<file path="src/rtl/controle_varredura_163_pkg.sv">
// Shared state codes and output decode for the 74163 sweep controller.
// Codes are fixed 4-bit values so db_estado stays stable across revisions.
package controle_varredura_163_pkg;

    localparam logic [3:0] INICIAL     = 4'd0;
    localparam logic [3:0] PREPARA     = 4'd1;
    localparam logic [3:0] CARREGA     = 4'd2;
    localparam logic [3:0] ESPERA      = 4'd3;
    localparam logic [3:0] REGISTRA    = 4'd4;
    localparam logic [3:0] COMPARA     = 4'd5;
    localparam logic [3:0] PROXIMO     = 4'd6;
    localparam logic [3:0] FIM_ACERTO  = 4'd7;
    localparam logic [3:0] FIM_ERRO    = 4'd8;
    localparam logic [3:0] FIM_TIMEOUT = 4'd9;

    typedef struct packed {
        logic clr_n;
        logic ld_n;
        logic ent;
        logic enp;
        logic zera_reg;
        logic registra;
        logic pronto;
        logic acertou;
        logic errou;
        logic timeout;
    } ctrl_t;

    function automatic ctrl_t decodifica(input logic [3:0] estado);
        ctrl_t c;
        c = '0;
        c.clr_n = 1'b1;
        c.ld_n  = 1'b1;
        unique case (1'b1)
            (estado == PREPARA): begin
                c.clr_n    = 1'b0;
                c.zera_reg = 1'b1;
            end
            (estado == CARREGA):  c.ld_n = 1'b0;
            (estado == REGISTRA): c.registra = 1'b1;
            (estado == PROXIMO): begin
                c.ent = 1'b1;
                c.enp = 1'b1;
            end
            (estado == FIM_ACERTO): begin
                c.pronto  = 1'b1;
                c.acertou = 1'b1;
            end
            (estado == FIM_ERRO): begin
                c.pronto = 1'b1;
                c.errou  = 1'b1;
            end
            (estado == FIM_TIMEOUT): begin
                c.pronto  = 1'b1;
                c.timeout = 1'b1;
            end
            default: ;
        endcase
        return c;
    endfunction

endpackage

</file>
<file path="src/rtl/controle_varredura_163_timeout.sv">
// Saturating wait timer for the ESPERA state.
// fim rises when the count reaches M-1 and the count then holds there.
module contador_timeout #(
    parameter int M = 5000
) (
    input  logic clock,
    input  logic zera,
    input  logic conta,
    output logic fim
);

    localparam int W = $clog2(M);

    logic [W-1:0] cont;

    assign fim = (cont == W'(M - 1));

    always_ff @(posedge clock) begin
        if (zera)
            cont <= '0;
        else if (conta && !fim)
            cont <= cont + 1'b1;
    end

endmodule

</file>
<file path="src/rtl/controle_varredura_163.sv">
// Moore controller driving an external 74163 counter as the round address.
// Sequences clear/load, waits for moves, strobes the register and checks matches.
module controle_varredura_163
    import controle_varredura_163_pkg::*;
#(
    parameter logic [2:0] START_ADDR     = 3'd0,
    parameter logic [2:0] END_ADDR       = 3'd7,
    parameter int         TIMEOUT_CYCLES = 5000
) (
    input  logic       clock,
    input  logic       clr,
    input  logic       iniciar,
    input  logic       jogada,
    input  logic       igual,
    input  logic [2:0] cnt_q,
    output logic       cnt_clr_n,
    output logic       cnt_ld_n,
    output logic       cnt_ent,
    output logic       cnt_enp,
    output logic [2:0] cnt_d,
    output logic       zera_reg,
    output logic       registra,
    output logic       pronto,
    output logic       acertou,
    output logic       errou,
    output logic       timeout,
    output logic [3:0] db_estado
);

    logic [3:0] estado;
    logic [3:0] prox;
    logic       fim_espera;
    logic       zera_timer;
    logic       fim_any;
    ctrl_t      c;

    assign zera_timer = !clr
                      || (estado == PREPARA)
                      || (estado == REGISTRA)
                      || (estado == PROXIMO);

    contador_timeout #(
        .M(TIMEOUT_CYCLES)
    ) u_timer (
        .clock(clock),
        .zera (zera_timer),
        .conta(estado == ESPERA),
        .fim  (fim_espera)
    );

    assign fim_any = (estado == FIM_ACERTO)
                   || (estado == FIM_ERRO)
                   || (estado == FIM_TIMEOUT);

    always_comb begin
        prox = INICIAL;
        unique case (1'b1)
            (estado == INICIAL):
                prox = iniciar ? PREPARA : INICIAL;
            (estado == PREPARA):  prox = CARREGA;
            (estado == CARREGA):  prox = ESPERA;
            (estado == ESPERA): begin
                // a move on the expiry cycle still counts
                if (jogada)
                    prox = REGISTRA;
                else if (fim_espera)
                    prox = FIM_TIMEOUT;
                else
                    prox = ESPERA;
            end
            (estado == REGISTRA): prox = COMPARA;
            (estado == COMPARA): begin
                if (!igual)
                    prox = FIM_ERRO;
                else if (cnt_q == END_ADDR)
                    prox = FIM_ACERTO;
                else
                    prox = PROXIMO;
            end
            (estado == PROXIMO):  prox = ESPERA;
            fim_any:
                prox = iniciar ? PREPARA : estado;
            default: prox = INICIAL;
        endcase
    end

    always_ff @(posedge clock) begin
        if (!clr)
            estado <= INICIAL;
        else
            estado <= prox;
    end

    assign c = decodifica(estado);

    // counter clears in the same cycle the controller is reset
    assign cnt_clr_n = clr & c.clr_n;
    assign cnt_ld_n  = c.ld_n;
    assign cnt_ent   = c.ent;
    assign cnt_enp   = c.enp;
    assign cnt_d     = START_ADDR;
    assign zera_reg  = c.zera_reg;
    assign registra  = c.registra;
    assign pronto    = c.pronto;
    assign acertou   = c.acertou;
    assign errou     = c.errou;
    assign timeout   = c.timeout;
    assign db_estado = estado;

endmodule

</file>
<file path="config.mk">
export PLATFORM = sky130hd
export DESIGN_NAME = controle_varredura_163
export DESIGN_NICKNAME = d
export VERILOG_FILES = /design/src/rtl/controle_varredura_163_pkg.sv /design/src/rtl/controle_varredura_163_timeout.sv /design/src/rtl/controle_varredura_163.sv
export SDC_FILE = /design/constraint.sdc
export NUM_CORES = 1
export LEC_CHECK = 0
export CAP_MARGIN = 30
export CORE_MARGIN = 4
export CORE_UTILIZATION = 49
export DETAILED_ROUTE_END_ITERATION = 6
export PLACE_DENSITY_LB_ADDON = 0.15
export SLEW_MARGIN = 20
export SYNTH_ARGS = -nofsm -noshare
export SYNTH_HDL_FRONTEND = slang
export SYNTH_HIERARCHICAL = 1
export SYNTH_SLANG_ARGS = --single-unit
</file>
<file path="constraint.sdc">
create_clock -name clock -period 2.3 [get_ports clock]
set_clock_uncertainty 0.1 [all_clocks]
set_input_delay 0.46 -clock clock [delete_from_list [all_inputs] [get_ports clock]]
set_output_delay 0.46 -clock clock [all_outputs]
set_load 0.05 [all_outputs]
</file>
==> results.json <==
{
  "status": "complete, no violations",
  "multiInputGateArea_um2": 677,
  "port_buffers": 21,
  "core_um2": 2020,
  "crit_arrival_ns": 1.62,
  "final.period_utilization_pct": 94.8,
  "die_w_um": 54.8,
  "worst-endpoint-required_ns": 1.74,
  "dr.pass1.iters": 4,
  "syn_to_final_growth_pct": 34.9,
  "r2r_setup_slack_ns": 0.44,
  "max_cap_violations": 0,
  "clockBufferDepth": 2,
  "setup_ws_ns": 0.119,
  "min_path_type": "reg2reg",
  "powerDensity_nw_per_um2": 456,
  "antennaDiodeCount": 0,
  "synth_cell_types": 44,
  "wire_per_inst_um": 14.5,
  "p_switching_w": 0.000222,
  "drt-initial-drc-count": 32,
  "start_kind": "register",
  "hold_ws_ns": 0.441,
  "drive_above_1_share_pct": 27.6,
  "power_frac_comb_pct": 26.4,
  "grt.overflow.total": 0,
  "p_clk_share_pct": 25.5,
  "hp-start": "u_timer/cont[1]",
  "ant_nets": 0,
  "initial_core_util_pct": 53.0,
  "htree_levels": 1,
  "finalSetupViolations": 0,
  "grt_pass1_wl_mm": 4.22,
  "rr_endpoint": "u_timer/cont[3]",
  "seqPwrFrac_pct": 48.2,
  "root_buffer": "clkbuf_4",
  "rows": 16,
  "postCtsHoldBufs": 0,
  "fillers": 168,
  "critPathMaxFanout": 11,
  "path_cells": "clkdlybuf4s50_1",
  "crit_path_top_delay_cell": "clkdlybuf4s50_1",
  "cts_inserted_buffers": 3,
  "dieArea_um2": 3000,
  "synth-edff-count": 0,
  "r2r-start": "db_estado[0]",
  "intPower_w": 0.000437,
  "setup_tns_ns": 0,
  "ys.flop_type": "dfxtp_1",
  "cts_tree": "built",
  "cpPeakStageDelay_ns": 0.85,
  "yosysSeqAreaShare_pct": 31.8,
  "whs_path_depth": 2,
  "ios": 25,
  "peakVddDrop_v": 0.000469,
  "clk_latency_ns": 0.30,
  "path_buf_inv": 1,
  "cts_setup_buffers": 0,
  "drc": 0,
  "finalHoldViolCount": 0,
  "ys.warnings.count": 6,
  "fmax_mhz": 458,
  "hpwl_mm": 2.04,
  "p_leak_nw": 0.499,
  "rsz0062_at_grt": "false",
  "fin_util_pct": 71.5,
  "via_per_inst": 5.79,
  "slew_violations": 0,
  "crit_type": "reg2out",
  "cpLargestDelayFamily": "buffers and inverters",
  "gp_congestion": 0.909,
  "grt_usage_pct": 19.7,
  "post-place-ws_ns": 0.325,
  "ff_latch_area_um2": 345,
  "cts_sinks": 17,
  "avgSynthCellArea_um2": 8.24,
  "hold_end": "u_timer/cont[1]",
  "period_minus_slack_ns": 2.18,
  "vias": 1036,
  "sw_frac_of_total_pct": 33.6,
  "reg2regPathDepth": 7,
  "grt_max_degree": 14,
  "async_flop_share_pct": 0,
  "cp-end-kind": "output port",
  "grt_pass1_vias": 961,
  "netlist_instances": 130,
  "die_height_um": 54.8,
  "syn_area_um2": 1070,
  "clk_pin_slew_worst_paths_ns": 0.10,
  "p_total_w": 0.000659,
  "fin_nets": 162,
  "drt_wl_total_mm": 2.59,
  "synth_seq_cells": 17,
  "antenna_found_initial": 0
}
through the flow:
stage / cell area, um^2 / cells
finish: 1450 / 179
global route: 1450 / 179
detailed placement: 1410 / 175
floorplan: 1110 / 132
CTS: 1440 / 179
global placement: 1410 / 175
timing repair:
item,CTS,global route
resized for setup,1,2
hold endpoints to repair,0,0
endpoints found under the setup margin,2,3
worst register-to-register path, delay by kind of cell (launching register included):
family                 cells  cell delay (ns)
and+or+nand+nor            3             0.64
DFF                        1             0.47
AOI/OAI and AO/OA          2             0.36
buffers and inverters      2             0.21
layout by cell type (no fill, tap or decap), types with 3 or more instances in the layout:
cell type	count
dfxtp_2	4
buf_12	10
inv_1	5
nand4_1	5
conb_1	3
nor2_1	18
nand3_1	3
o21ai_0	5
nor3_1	8
buf_4	7
clkbuf_4	3
dfxtp_1	13
clkdlybuf4s50_1	8
a21oi_1	5
xnor2_1	8
nand2_1	8
worst max-delay path by stage:
stage	from	endpoint	cells past startpoint
detailed placement	db_estado[3]	timeout	4
global placement	db_estado[3]	timeout	4
CTS	db_estado[2]	cnt_ent	3
finish	db_estado[0]	db_estado[0]	1
global route	db_estado[3]	timeout	4
floorplan	db_estado[3]	errou	4
per-layer routing:
layer	GRT usage, %	up-vias	wire [um]
met4	6.64	0	38
met5	0	-	0
li1	-	505	-
met3	5.45	4	157
met2	30.7	37	1270
met1	25.9	490	1130
Yosys cell counts (3+ instances only):
library cell | instances | area, um^2
nor2_1 | 18 | 67.6
dfxtp_1 | 17 | 340
nor3_1 | 10 | 50.1
nand2_1 | 8 | 30.0
xnor2_1 | 8 | 70.1
o21ai_0 | 6 | 30.0
a21oi_1 | 5 | 25.0
inv_1 | 5 | 18.8
nand4_1 | 5 | 31.3
buf_4 | 4 | 30.0
buf_2 | 3 | 15.0
nand3_1 | 3 | 15.0
power groups by stage:
stage / logic (W) / registers (W) / clock network (W)
after floorplan: 0.000101 / 0.000328 / 0
after global placement: 0.000170 / 0.000323 / 0
after detailed placement: 0.000173 / 0.000323 / 0
after CTS: 0.000174 / 0.000316 / 0.000174
after global routing: 0.000184 / 0.000320 / 0.000192
final: 0.000174 / 0.000317 / 0.000168
final cells by class:
cell class / instances / area share [%]
clock inverter: 1 / 0.346
tap: 27 / 2.34
inverter: 7 / 1.99
sequential: 17 / 23.9
clock buffer: 3 / 1.56
timing repair buffer: 25 / 23.0
multi-input combinational: 99 / 46.8
sequential cells by signal, summed over array words and instances, names as in the netlist:
register	count
u_timer/cont	13
db_estado	4
cells by family after synthesis:
group	Yosys count	synth area share, %
fa+ha+maj	1	1.17
other cells	1	0.350
simple gates	61	33.4
buf+inv	16	8.29
xor+xnor	10	8.18
flops	17	31.8
compound gates	23	15.9
mux	1	0.935
No activity file was read; power rests on OpenSTA's default activity.
